**src/rtl/motor_cmd_arbiter.sv**
```systemverilog
// motor_cmd_arbiter
//
// Single owner of the rover's dual H-bridge inputs (IN1..IN4). This block arbitrates
// between four requesters. From highest to lowest priority they are metal-detect stop,
// current-sense stall protection, 180-degree turn requests and navigation steering.
// Every change from brake to a drive pattern, and every change between two different
// drive patterns, passes through a fixed coast (dead-time) window.
//
// Ports:
//   clk1           in   system clock (50 MHz)
//   rst            in   synchronous, active-high reset
//   nav_valid      in   nav_cmd valid this cycle
//   nav_cmd[1:0]   in   00 stop, 01 forward, 10 left, 11 right
//   turn180_req    in   single-cycle 180-degree spin request
//   sense_l/r      in   H-bridge current-sense flags
//   detect         in   inductive sensor hit
//   detect_inhibit in   holds the detect debounce at zero
//   clear_btn      in   operator release button (synchronized, single-cycle)
//   motor_in[3:0]  out  {IN4,IN3,IN2,IN1}, registered
//   state[2:0]     out  current FSM state code
//   busy           out  high in every state except IDLE and DRIVE
//   fault_cnt[3:0] out  stall counter, saturating at 15

module motor_cmd_arbiter #(
    parameter int unsigned DEAD_CYC    = 50_000,
    parameter int unsigned STALL_DEB   = 45_000_000,
    parameter int unsigned BRAKE_CYC   = 50_000_000,
    parameter int unsigned MAX_STALLS  = 3,
    parameter int unsigned DET_DEB     = 1_000_000,
    parameter int unsigned DETECT_HOLD = 250_000_000,
    parameter int unsigned TURN180_CYC = 75_000_000
) (
    input  logic       clk1,
    input  logic       rst,
    input  logic       nav_valid,
    input  logic [1:0] nav_cmd,
    input  logic       turn180_req,
    input  logic       sense_l,
    input  logic       sense_r,
    input  logic       detect,
    input  logic       detect_inhibit,
    input  logic       clear_btn,
    output logic [3:0] motor_in,
    output logic [2:0] state,
    output logic       busy,
    output logic [3:0] fault_cnt
);

    typedef enum logic [2:0] {
        StIdle       = 3'd0,
        StDrive      = 3'd1,
        StDead       = 3'd2,
        StSpin180    = 3'd3,
        StBrakeStall = 3'd4,
        StHoldDetect = 3'd5,
        StLatched    = 3'd6
    } st_e;

    localparam logic [3:0] PatFwd   = 4'b1001;
    localparam logic [3:0] PatLeft  = 4'b1010;
    localparam logic [3:0] PatRight = 4'b0101;
    localparam logic [3:0] PatBrake = 4'b1111;
    localparam logic [3:0] PatCoast = 4'b0000;

    // The timed states exit on the edge where the shared timer equals N-1.
    localparam logic [27:0] DEAD_LAST  = 28'(DEAD_CYC - 1);
    localparam logic [27:0] TURN_LAST  = 28'(TURN180_CYC - 1);
    localparam logic [27:0] BRAKE_LAST = 28'(BRAKE_CYC - 1);
    localparam logic [27:0] HOLD_LAST  = 28'(DETECT_HOLD - 1);

    localparam int unsigned SW = (STALL_DEB > 1) ? $clog2(STALL_DEB) : 1;
    localparam int unsigned DW = (DET_DEB > 1) ? $clog2(DET_DEB) : 1;
    localparam logic [SW-1:0] STALL_LAST = SW'(STALL_DEB - 1);
    localparam logic [DW-1:0] DET_LAST   = DW'(DET_DEB - 1);

    function automatic logic [3:0] cmd_pattern(input logic [1:0] cmd);
        logic [3:0] pat;
        unique case (cmd)
            2'b01:   pat = PatFwd;
            2'b10:   pat = PatLeft;
            2'b11:   pat = PatRight;
            default: pat = PatBrake;
        endcase
        return pat;
    endfunction

    st_e         st_q;
    logic [1:0]  cmd_q;        // cmd_reg: last valid navigation command
    logic [1:0]  drive_cmd_q;  // command whose pattern is currently on the bridge in DRIVE
    logic        target_spin_q;
    logic [27:0] timer_q;
    logic [SW-1:0] stall_cnt_q;
    logic [DW-1:0] det_cnt_q;

    logic [1:0] cmd_now;
    logic       sensing;
    logic       detecting;
    logic       stall_evt;
    logic       det_evt;
    logic       det_hit;
    logic       stall_hit;
    logic       turn_hit;
    logic       timed;

    // A command arriving this cycle acts on this edge, which keeps the latency at one cycle.
    assign cmd_now = nav_valid ? nav_cmd : cmd_q;

    assign sensing   = sense_l | sense_r;
    assign detecting = detect & ~detect_inhibit;
    assign stall_evt = sensing && (stall_cnt_q == STALL_LAST);
    assign det_evt   = detecting && (det_cnt_q == DET_LAST);

    assign det_hit   = det_evt && (st_q != StHoldDetect) && (st_q != StLatched);
    // Detect outranks stall, so a simultaneous stall is not counted.
    assign stall_hit = stall_evt && !det_hit &&
                       ((st_q == StDrive) || (st_q == StSpin180) || (st_q == StDead));
    assign turn_hit  = turn180_req && ((st_q == StIdle) || (st_q == StDrive));

    assign timed = (st_q == StDead) || (st_q == StSpin180) ||
                   (st_q == StBrakeStall) || (st_q == StHoldDetect);

    assign state = st_q;

    always_ff @(posedge clk1) begin
        if (rst) begin
            cmd_q <= 2'b00;
        end else if (nav_valid) begin
            cmd_q <= nav_cmd;
        end
    end

    // Debounce counters clear on release and on the event itself, so they never wrap.
    always_ff @(posedge clk1) begin
        if (rst || !sensing || stall_evt) begin
            stall_cnt_q <= '0;
        end else begin
            stall_cnt_q <= stall_cnt_q + 1'b1;
        end
    end

    always_ff @(posedge clk1) begin
        if (rst || !detecting || det_evt) begin
            det_cnt_q <= '0;
        end else begin
            det_cnt_q <= det_cnt_q + 1'b1;
        end
    end

    always_ff @(posedge clk1) begin
        if (rst) begin
            st_q          <= StIdle;
            motor_in      <= PatBrake;
            busy          <= 1'b0;
            fault_cnt     <= 4'd0;
            timer_q       <= '0;
            target_spin_q <= 1'b0;
            drive_cmd_q   <= 2'b00;
        end else begin
            // A stall on the same cycle as a clear still counts.
            if (stall_hit) begin
                if (fault_cnt != 4'hF) begin
                    fault_cnt <= fault_cnt + 4'd1;
                end
            end else if (clear_btn) begin
                fault_cnt <= 4'd0;
            end

            // Runs only in timed states. Every state entry below reloads it with zero.
            timer_q <= timed ? timer_q + 28'd1 : '0;

            if (det_hit) begin
                st_q     <= StHoldDetect;
                motor_in <= PatBrake;
                busy     <= 1'b1;
                timer_q  <= '0;
            end else if (stall_hit) begin
                st_q     <= StBrakeStall;
                motor_in <= PatBrake;
                busy     <= 1'b1;
                timer_q  <= '0;
            end else if (turn_hit) begin
                st_q          <= StDead;
                motor_in      <= PatCoast;
                busy          <= 1'b1;
                timer_q       <= '0;
                target_spin_q <= 1'b1;
            end else begin
                unique case (st_q)
                    StIdle: begin
                        if (cmd_now != 2'b00) begin
                            st_q          <= StDead;
                            motor_in      <= PatCoast;
                            busy          <= 1'b1;
                            timer_q       <= '0;
                            target_spin_q <= 1'b0;
                        end
                    end
                    StDrive: begin
                        if (cmd_now == 2'b00) begin
                            st_q     <= StIdle;
                            motor_in <= PatBrake;
                            busy     <= 1'b0;
                            timer_q  <= '0;
                        end else if (cmd_now != drive_cmd_q) begin
                            st_q          <= StDead;
                            motor_in      <= PatCoast;
                            busy          <= 1'b1;
                            timer_q       <= '0;
                            target_spin_q <= 1'b0;
                        end
                    end
                    StDead: begin
                        if (timer_q == DEAD_LAST) begin
                            timer_q <= '0;
                            if (target_spin_q) begin
                                st_q     <= StSpin180;
                                motor_in <= PatRight;
                                busy     <= 1'b1;
                            end else if (cmd_now != 2'b00) begin
                                st_q        <= StDrive;
                                motor_in    <= cmd_pattern(cmd_now);
                                drive_cmd_q <= cmd_now;
                                busy        <= 1'b0;
                            end else begin
                                st_q     <= StIdle;
                                motor_in <= PatBrake;
                                busy     <= 1'b0;
                            end
                        end
                    end
                    StSpin180: begin
                        if (timer_q == TURN_LAST) begin
                            st_q          <= StDead;
                            motor_in      <= PatCoast;
                            busy          <= 1'b1;
                            timer_q       <= '0;
                            target_spin_q <= 1'b0;
                        end
                    end
                    StBrakeStall: begin
                        if (timer_q == BRAKE_LAST) begin
                            timer_q <= '0;
                            busy    <= 1'b1;
                            if (32'(fault_cnt) >= MAX_STALLS) begin
                                st_q     <= StLatched;
                                motor_in <= PatBrake;
                            end else begin
                                st_q          <= StDead;
                                motor_in      <= PatCoast;
                                target_spin_q <= 1'b0;
                            end
                        end
                    end
                    StHoldDetect: begin
                        if (timer_q == HOLD_LAST) begin
                            st_q     <= StLatched;
                            motor_in <= PatBrake;
                            busy     <= 1'b1;
                            timer_q  <= '0;
                        end
                    end
                    StLatched: begin
                        // Release turns the rover away from whatever stopped it.
                        if (clear_btn) begin
                            st_q          <= StDead;
                            motor_in      <= PatCoast;
                            busy          <= 1'b1;
                            timer_q       <= '0;
                            target_spin_q <= 1'b1;
                        end
                    end
                    default: begin
                        st_q     <= StIdle;
                        motor_in <= PatBrake;
                        busy     <= 1'b0;
                        timer_q  <= '0;
                    end
                endcase
            end
        end
    end

endmodule

```
**config.mk**
```make
export PLATFORM = sky130hd
export DESIGN_NAME = motor_cmd_arbiter
export DESIGN_NICKNAME = d
export VERILOG_FILES = /design/src/rtl/motor_cmd_arbiter.sv
export SDC_FILE = /design/constraint.sdc
export NUM_CORES = 1
export LEC_CHECK = 0
export CAP_MARGIN = 20
export CORE_UTILIZATION = 65
export DETAILED_ROUTE_END_ITERATION = 6
export GPL_ROUTABILITY_DRIVEN = 0
export PLACE_DENSITY = 0.95
export SYNTH_ARGS = -nofsm -noshare
export SYNTH_HDL_FRONTEND = slang
export SYNTH_SLANG_ARGS = --single-unit
```
**constraint.sdc**
```tcl
create_clock -name clk1 -period 5.45 [get_ports clk1]
set_clock_uncertainty 0.2 [all_clocks]
set_input_delay 1.09 -clock clk1 [delete_from_list [all_inputs] [get_ports clk1]]
set_output_delay 1.09 -clock clk1 [all_outputs]
set_load 0.01 [all_outputs]
```
Yosys cells after proc, flatten, opt, wreduce, memory -nomap -nowiden
Cells that the tools add are included.
{ "word_totals": {"reg_bits": 91, "input_bits": 11, "output_inout_bits": 12} }
{ "classes": {"n_addsub": 4, "n_lt_le_gt_ge": 1, "eq_ne": 37, "muxes": 63, "bitwise": 7, "n_reduce_logical": 32} }
{ "op_table": {"columns": ["op", "count"], "rows": [
  ["two-way mux 28 bit", 9],
  ["case mux 28 bit (7 select lines)", 1],
  ["two-way mux 4 bit", 14],
  ["two-way mux 3 bit", 12],
  ["adder 28 x 1 -> 28 bit, second input constant", 1],
  ["equality test 28 x 16 -> 1 bit, second input constant", 1],
  ["equality test 28 x 26 -> 1 bit, second input constant", 1],
  ["equality test 28 x 27 -> 1 bit, second input constant", 1],
  ["equality test 28 bit, second input constant", 1],
  ["case mux 4 bit (7 select lines)", 1],
  ["adder 26 x 1 -> 26 bit, second input constant", 1],
  ["equality test 26 bit, second input constant", 1],
  ["inequality test 5 x 4 -> 1 bit, second input constant", 5],
  ["case mux 3 bit (7 select lines)", 1],
  ["AND reduction 7 bit", 3],
  ["adder 20 x 1 -> 20 bit, second input constant", 1],
  ["equality test 20 bit, second input constant", 1],
  ["two-way mux 1 bit", 20],
  ["inequality test 3 x 2 -> 1 bit, second input constant", 6],
  ["inequality test 3 bit, second input constant", 5],
  ["case mux 4 bit (3 select lines)", 1],
  ["logical OR 1 bit", 10],
  ["AND reduction 10 bit", 1],
  ["equality test 3 bit, second input constant", 3],
  ["other kinds (27)", 43]
]} }

Logic depth before layout (Yosys ltp)
Gate-level depths: netlist of run 1.
{ "logic_depth": {"word_depth": 10, "mapped_depth": 8} }

Worst setup path before layout of run 1
No wires, ideal clock.
{ "synth_timing": {"kind": "input port to flip-flop", "start": "input nav_valid", "end": "register st_q[0] (netlist: state[0])", "setup_time_ns": 0.062, "t_arrival_ns": 2.576, "required_ns": 5.188, "setup_slack_ns": 2.612, "path_stages": 7, "path_buffers": 0, "path_cell_list": "mux2i_1 > inv_1 > xnor2_1 > and3_1 > a22o_1 > or4_1 > nand3_1"} }
{ "synth_via": {"elab_chain_cells": 9, "elab_cells_between_ends": 15, "classes_between": "eq/ne (3); mux (9); reduce/logical (3)"} }
{ "synth_lines": {"columns": ["element", "line", "source"], "rows": [
  ["start: declaration", "35", "input logic nav_valid,"],
  ["two-way mux 2 bit (*)", null, null],
  ["net cmd_now[0]", "95", "logic [1:0] cmd_now;"],
  ["nonzero test 2 bit", "190, 219", null],
  ["two-way mux 1 bit", "219", "end else if (cmd_now != 2'b00) begin"],
  ["two-way mux 2 bit", "215", "if (target_spin_q) begin"],
  ["two-way mux 3 bit", "213", "if (timer_q == DEAD_LAST) begin"],
  ["case mux 3 bit (7 select lines)", "188", "unique case (st_q)"],
  ["two-way mux 3 bit", "181", "end else if (turn_hit) begin"],
  ["two-way mux 3 bit", "176", "end else if (stall_hit) begin"],
  ["two-way mux 3 bit", "171", "if (det_hit) begin"],
  ["end signal: assignment", "172", "st_q <= StHoldDetect;"],
  ["end signal: assignment", "177", "st_q <= StBrakeStall;"],
  ["end signal: assignment", "182", "st_q <= StDead;"],
  ["end: declaration", "87", "st_e st_q;"]
]} }
Mark *: on every way through the listed nets, which the timed path passes. The rest lies on a longest branch. The select of a mux whose other input is x is not followed.
A chain may end at the register's enable or synchronous reset.

Final worst setup path of run 1
{ "layout_timing": {"start": "input detect_inhibit", "end": "register timer_q[23]"} }
{ "layout_via": {"elab_chain_cells": 9} }
{ "layout_lines": {"columns": ["element", "line", "source"], "rows": [
  ["start: declaration", "41", "input logic detect_inhibit,"],
  ["NOT 1 bit (*)", "109", "assign detecting = detect & ~detect_inhibit;"],
  ["AND 1 bit (*)", "109", null],
  ["logical AND 1 bit (*)", "111", "assign det_evt = detecting && (det_cnt_q == DET_LAST);"],
  ["logical AND 1 bit (*) (2 in series)", "113", "assign det_hit = det_evt && (st_q != StHoldDetect) && (st_q != StLatched);"],
  ["logical NOT 1 bit", "115", "assign stall_hit = stall_evt && !det_hit &&"],
  ["logical AND 1 bit (2 in series)", "115", null],
  ["OR reduction 4 bit (no source line) (*)", null, null],
  ["end signal: assignment", "169", "timer_q <= timed ? timer_q + 28'd1 : '0;"],
  ["end: declaration", "91", "logic [27:0] timer_q;"]
]} }
Every way passes the cells marked *; elsewhere a longest branch is shown, timed or not.

==> results.md, run 1 <==
Layout:
- The number of antenna cells inserted is 0.
- The net count reported at finish is 603.
- The fraction of layout cells with a size suffix above 1 is 0.06112.
- From synthesis to final layout, the design area changed by 10.43%.
- Measured on the finished design, the core utilization comes to 0.7556.
- The number of inserted filler cells in the final layout is 504.
- The non-filler instance count after layout is 685.

Floorplan:
- The die outline area is 7615 µm².
- The floorplan step set the die height to 87.27 µm.
- During I/O placement, the number of pins put on the boundary was 23.
- The number of rows in the core area is 30.
- From left edge to right edge, the die measures 87.27 µm.
- The placeable core region is 6907 µm².
- The initial utilization of the core area, before any placement, comes to 0.6842.

Power:
- The worst ir drop on vdd is 253.1 µV.
- Dividing total power by cell area gives a power density of 312.5 nW/µm².
- For this design the static power due to leakage is 1.684 nW.

STA:
- The maximum achievable frequency is 280.5 MHz.
- The count of final max-slew check failures was 0.
- The final setup TNS is 0 ns.
- Setup repair after global routing left no endpoint under its margin.
- Of the available clock period, the critical path in the final layout requires 0.6541.
- For the pin with the worst max-slew slack, the measured transition is 0.9721 ns.
- Setup violations remaining at the end of the flow were counted as 0.
- The number of endpoints with negative hold slack in the final report is 0.
- Measured against its own limit, the worst slew margin works out to 0.3518.
- The final critical path time including I/O delays and setup is 3.565 ns.

Logic synthesis:
- By area the synthesized netlist is led by dfxtp_1 (39%), nor2_1 (8.4%), xnor2_1 (6.3%), xor2_1 (5.7%), nand2_1 (3.2%).
- The cell taking the most area after synthesis is dfxtp_1.
- A synthesized cell averages 8.276 µm².
- Of the synthesized area, sequential elements account for 0.3855.
- The async set or reset register ratio after synthesis is 0.
- The flip-flop cell with the highest count after synthesis is dfxtp_1.
- The distinct cell type count of the synthesized netlist is 59.
- In this run, synthesis inferred 0 flip-flops with an integrated enable.
- When the netlist entered floorplanning its net count stood at 589.
- Of the post-synthesis cell area, the dominant cell type holds 0.3855.
- Synthesis produced a netlist whose cell count is 571.
- The yosys synthesis warning count is 0.
- The synthesis-stage register bit count is 91.
- The netlist area before placement is 4726 µm².

Placement:
- The number of instances in the placed design is 670.
- After legalization and detailed placement, the total HPWL measured 7745 µm.
- The number of port buffers is 22.

Global routing:
- The first global-routing pass estimated 18260 µm of wire.
- The all-layer global routing usage is 0.3066.
- The via count of the first global-routing pass is 4102.
- The number of antenna violations at the first check in global routing came to 0.
- Entering global routing, the biggest net connects 27 pins.
- For this run the aggregate overflow at the end of global routing stands at 0.

Worst setup path:
- The arrival time at the worst endpoint is 3.66 ns.
- The most critical setup path has its startpoint at detect_inhibit.
- The worst register-to-register path ends at timer_q[23]$_SDFF_PP0_.
- The worst register-to-register path has a setup slack of 2.44 ns.
- The longest individual stage delay on the worst path is 0.59 ns.
- Traced cell by cell, the critical path runs through clkdlybuf4s50_1 > and4b_1 > nand4_1 > a2bb2o_1 > a31oi_1 > o21ai_2 > nor2_1.
- The startpoint identified for the worst register-to-register timing path is det_cnt_q[0]$_SDFF_PP0_.
- The peak fanout along the critical path is 24.
- The slowest cell on the critical path is a31oi_1.
- The number of buffers and inverters on the critical path is 1.
- The data required time at the worst endpoint is 5.54 ns.
- The critical path is of the input port to flip-flop type.
- Broken down by cell family, the worst path's largest delay share belongs to compound AO/OA/AOI/OAI gates.
- The number of cells on the worst reg-to-reg path is 7.
- The critical path runs through a total of 7 cells.
- The worst setup path is captured at a flip-flop.
- The launching element type of the critical path is an input port.

Route:
- In the final routed layout, each cell accounts on average for 16.16 µm.
- The detailed-route vias per instance is 6.285.
- The total wirelength of the detailed-routed design is 11070 µm.
- The final antenna-violating net count is 0.
- In the routed design, unresolved DRC markers number 0.
- The number of iterations in the first detailed-routing pass is 5.
- The count of routing violations after the opening detailed-route iteration is 353.
- The detailed router placed 4305 vias in this run.

Clocking:
- The clock passes through at most 2 buffers.
- Once the clock tree was built, the resizer swapped 0 gates to a different size.
- The number of levels the H-tree was split into is 3.
- TritonCTS created 9 clock buffers.
- The clock root buffer master is clkbuf_8.
- The TritonCTS clock tree is built.
- The number of sinks handled by clock tree synthesis is 91.
- The clock reaches the later pin of the worst-skew pair after 0.37 ns.
- The hold-fix buffer count after cts is 0.
- The CTS clock-pin slew for the worst setup and hold paths is 0.09 ns.
- Post-CTS timing repair inserted 0 buffers for setup.

Worst hold path:
- In this run the most critical hold path is launched from stall_cnt_q[0]$_SDFF_PP0_.
- The sink of the worst hold path is stall_cnt_q[0]$_SDFF_PP0_.
- The classification of the worst-slack hold path is flip-flop to flip-flop.
- The worst hold path depth is 1.

Run:
- The max-cap check violation count is 0.

Outcome:
- The run finished with clean final reports.
## state kept, by name, indices dropped and copies added, names as in the netlist
name,cells
fault_cnt,4
cmd_q,2
state,3
drive_cmd_q,2
target_spin_q,1
det_cnt_q,20
timer_q,28
busy,1
stall_cnt_q,26
motor_in,4
## metrics by stage
step | setup slack (ns) | hold slack (ns) | area, µm² | total power [mW]
after global placement | 1.790 | 0.2387 | 4989 | 1.076
after detailed placement | 1.653 | 0.2505 | 4989 | 1.091
final | 1.885 | 0.2706 | 5219 | 1.631
after CTS | 1.976 | 0.2712 | 5219 | 1.620
after floorplan | 2.612 | 0.2260 | 4726 | 0.9807
after global routing | 1.765 | 0.2921 | 5219 | 1.688
## cell usage in the layout (no fill, tap or decap), drive strengths merged, types with 3 or more instances in the layout
cell,n
nor4b,5
or2,4
or3b,3
clkbuf,10
and2,3
or4,4
nor3b,4
xor2,31
nor4bb,3
dfxtp,91
o211ai,4
mux2i,7
clkdlybuf4s50,22
xnor2,34
and4,10
ha,7
a31oi,8
and3,13
or3,9
a22oi,4
nand3,28
nor2b,6
nor3,19
nand2b,3
nand4,19
bufinv,3
o21ai,14
a21oi,15
a211oi,3
nor2,106
inv,18
nand2,40
nor4,13
## worst max-delay path by stage
stage	end	slack, ns
after floorplan	state[0]$_SDFFE_PP0P_	2.61
after global placement	timer_q[27]$_SDFF_PP0_	1.79
after detailed placement	timer_q[14]$_SDFF_PP0_	1.65
after CTS	timer_q[14]$_SDFF_PP0_	1.98
after global routing	timer_q[27]$_SDFF_PP0_	1.76
final	timer_q[23]$_SDFF_PP0_	1.89
## routing by layer
metal	vias to the layer above	track usage	routed length, µm
li1	2045	-	-
met3	44	0.07583	669
met4	0	0.1505	352
met1	2057	0.3548	4592
met5	-	0	0
met2	159	0.5277	5452
## synthesized netlist by cell type (5+ instances only)
cell type  instances
nor3_1            17
and4_1            10
nor2_1           106
a21oi_1           14
and3_1            13
a31oi_1            8
xnor2_1           34
clkbuf_1          16
dfxtp_1           91
inv_1             18
or3_1              9
nand2_1           40
nand4_1           19
nor4b_1            5
xor2_1            31
nor2b_1            6
mux2i_1            7
o21ai_0           10
nand3_1           27
nor4_1            11
ha_1               7
## report_power, final
part | total, mW | switching [mW] | internal (mW)
logic | 0.339 | 0.193 | 0.146
clock network | 0.539 | 0.238 | 0.302
registers | 0.753 | 0.0542 | 0.699
total | 1.63 | 0.485 | 1.15
## cell families (layout without fill, tap and decap cells)
logic type	after synthesis	in the layout	share of synthesized area
DFF	91	91	0.3855
adders and majority gates	7	7	0.01853
and+or+nand+nor	297	297	0.3339
AOI/OAI and AO/OA	66	66	0.09452
xor gates and xnor gates	65	65	0.1205
buffers and inverters	38	56	0.03230
muxes	7	7	0.01483
## layout make-up
cell class              instances  area [µm²]  area share
clock buffers                  10       127.6     0.02445
clock inverters                 5       102.6     0.01966
inverters                      18       67.56     0.01295
multi-input cells             442        2751      0.5272
flip-flops and latches         91        1822      0.3491
well taps                      96       120.1     0.02302
repair buffers                 23       227.7     0.04363
Note: power is estimated with default switching activity, not from simulation.
==> run 2, diff against run 1 <==
Settings changed: CORE_UTILIZATION 65 to 54, PLACE_DENSITY 0.95 to 0.86.
Clock period 5.45 ns to 3 ns, I/O delays scaled along.
==> results.md, run 2 (synthesized netlist as in run 1, its figures left out) <==
Outcome:
- The run finished with clean final reports.

Layout:
- Fill cells in the final layout number 669.
- More flip-flops sit in one register than any other, and that register is timer_q.
- The net count reported at finish is 617.
- In the layout the commonest cells are nor2_1 (106), dfxtp_1 (91), nand2_1 (40), xnor2_1 (34), xor2_1 (31).
- The area growth from synthesis to layout is 12.50%.
- The largest registers in the layout are timer_q x28, stall_cnt_q x26, det_cnt_q x20.
- Leaving out fill and tap cells, the most frequent cell in the layout is nor2_1.
- 0 antenna diodes ended up in the layout.
- Once layout is complete, the utilization of the core stands at 0.6374.
- In the final layout, the share of cells above drive strength 1 is 0.08444.
- The number of flip-flops under the largest register name is 28.

Global routing:
- The first global-routing pass estimated 17760 µm of wire.
- The number of antenna violations at the first check in global routing was 0.
- The total global routing overflow is 0.
- The all-layer global routing usage is 0.2442.
- The via count of the first global-routing pass is 4035.
- The pin count of the biggest net entering global routing is 25.

Route:
- The pre-antenna-repair detailed-routing pass consisted of 5 iterations.
- For this block, the routed nets add up to 10540 µm of wire.
- After detailed routing, the average wire length per cell comes to 14.87 µm.
- Using the TritonRoute via totals, the vias-per-cell ratio works out to 5.894.
- The detailed router finished its first iteration with 281 violations.
- The detail route stage leaves a number of antenna-violating nets equal to 0.
- In the routed design, unresolved DRC markers number 0.
- The via count of the routed design is 4179.

Floorplan:
- The floorplan step set the die height to 95.55 µm.
- The die is 95.55 µm wide.
- The number of rows in the core area is 33.
- The die outline area is 9130 µm².
- The placeable core region is 8341 µm².
- The top-level I/O count is 23.
- The initial utilization of the core area, before any placement, comes to 0.5666.

Clocking:
- For this design, the CTS-stage hold fixing added 0 buffers.
- The post-cts gate resize count is 0.
- The number of setup buffers added after CTS is 0.
- In this run the deepest clock path goes through 2 buffers.
- The number of buffers inserted during clock tree synthesis is 9.
- The TritonCTS clock tree is built.
- At the later pin of the worst-skew pair, clock insertion delay measures 0.36 ns.
- The clock root buffer master is clkbuf_8.
- The number of sinks handled by clock tree synthesis is 91.
- The clock tree synthesis step divided the H-tree into 3 levels.
- Clock-pin slew was measured on the worst setup and hold paths at 0.09 ns.

STA:
- Headroom to the max-slew limit came out at 0.4890.
- Static timing analysis puts the maximum clock frequency at 370.0 MHz.
- The share of the clock period used by the worst path after layout is 0.9009.
- The slew of the pin with the lowest slew margin is 0.7648 ns.
- The final worst-path setup slack is 0.2973 ns.
- The number of endpoints with negative hold slack in the final report is 0.
- Setup violations remaining at the end of the flow were counted as 0.
- Setup repair after global routing left no endpoint under its margin.
- The final critical path time including I/O delays and setup is 2.703 ns.
- The count of final max-slew check failures is 0.

Worst setup path:
- The worst setup path is launched from an input port.
- The worst-case register-to-register setup slack is 0.39 ns.
- The largest single stage delay on the critical path is 0.51 ns.
- The slowest cell on the critical path is clkdlybuf4s50_1.
- Traced cell by cell, the critical path runs through clkdlybuf4s50_1 > mux2i_1 > ha_1 > nor2b_1 > a2111oi_0 > nor2_1 > or4_1 > nand3_1.
- In this run the worst path has a maximum fanout of 7.
- The critical path is of the input port to flip-flop type.
- The type of element capturing the critical path is a flip-flop.
- STA puts the critical path data arrival time at 2.81 ns.
- The data required time at the worst endpoint is 3.10 ns.

Power:
- The cell leakage power is 1.740 nW.
- The power per unit of standard cell area is 539.7 nW/µm².
- IR analysis of the VDD net gives a maximum drop of 651.0 µV.

Placement:
- The number of port buffers is 22.
- The post-DP HPWL is 7628 µm.
- The pre-CTS worst setup slack is -0.02670 ns.

Worst hold path:
- The classification of the worst-slack hold path is flip-flop to flip-flop.

Run:
- Max-cap violations in this run came to 0.
==> run 2: cell count changes in the layout (fill, tap and decap cells not counted), sizes merged <==
cell / change
buf: +14
clkinvlp: +1
clkinv: -1
bufinv: -2
inv: +3
==> run 2: per-stage QoR <==
stage	instance area, µm²	total power, mW	hold slack (ns)	setup TNS (ns)	std cells
2_1_floorplan	4726	1.782	0.2260	0	571
3_3_place_gp	5117	2.008	0.2375	0	693
3_5_place_dp	5117	2.023	0.2515	-0.02670	693
4_1_cts	5316	2.876	0.2742	0	709
5_1_grt	5316	3.002	0.2892	0	709
6_report	5316	2.869	0.2713	0	709
==> run 2: area by class of cell <==
class / instances / area (µm²) / share of cell area
multi-input cells: 442 / 2751 / 0.5175
well taps: 105 / 131.4 / 0.02471
repair buffers: 37 / 345.3 / 0.06496
clock buffers: 10 / 127.6 / 0.02401
flip-flops and latches: 91 / 1822 / 0.3427
clock inverters: 6 / 71.32 / 0.01341
inverters: 18 / 67.56 / 0.01271
==> run 2: path summary, 6_finish.rpt <==
check / start / to / cells after the start
worst max register to register: det_cnt_q[0]$_SDFF_PP0_ / timer_q[8]$_SDFF_PP0_ / 8
worst min register to register: stall_cnt_q[0]$_SDFF_PP0_ / stall_cnt_q[0]$_SDFF_PP0_ / 1
worst max-delay path: nav_valid / state[0]$_SDFFE_PP0P_ / 8
worst min-delay path: stall_cnt_q[0]$_SDFF_PP0_ / stall_cnt_q[0]$_SDFF_PP0_ / 1
==> run 2: critical path, delay by kind of cell <==
| kind | cells | cell delay (ns) |
|---|---|---|
| mux | 1 | 0.13 |
| compound gates | 1 | 0.45 |
| fa+ha+maj | 1 | 0.30 |
| simple gates | 4 | 0.81 |
| buf+inv | 1 | 0.51 |
==> run 2: layer usage <==
metal | GRT usage | wire (µm) | up-vias
met2 | 0.4143 | 5091 | 151
met3 | 0.06061 | 594 | 19
met5 | 0 | 0 | -
met1 | 0.2996 | 4688 | 1935
li1 | - | - | 2074
met4 | 0.08582 | 167 | 0
==> run 2: where the power goes <==
group          leakage, nW  switching (mW)  internal, mW
registers            0.736          0.0658          1.27
logic                0.910           0.382         0.303
clock network       0.0939           0.454         0.394
total                 1.74           0.902          1.97
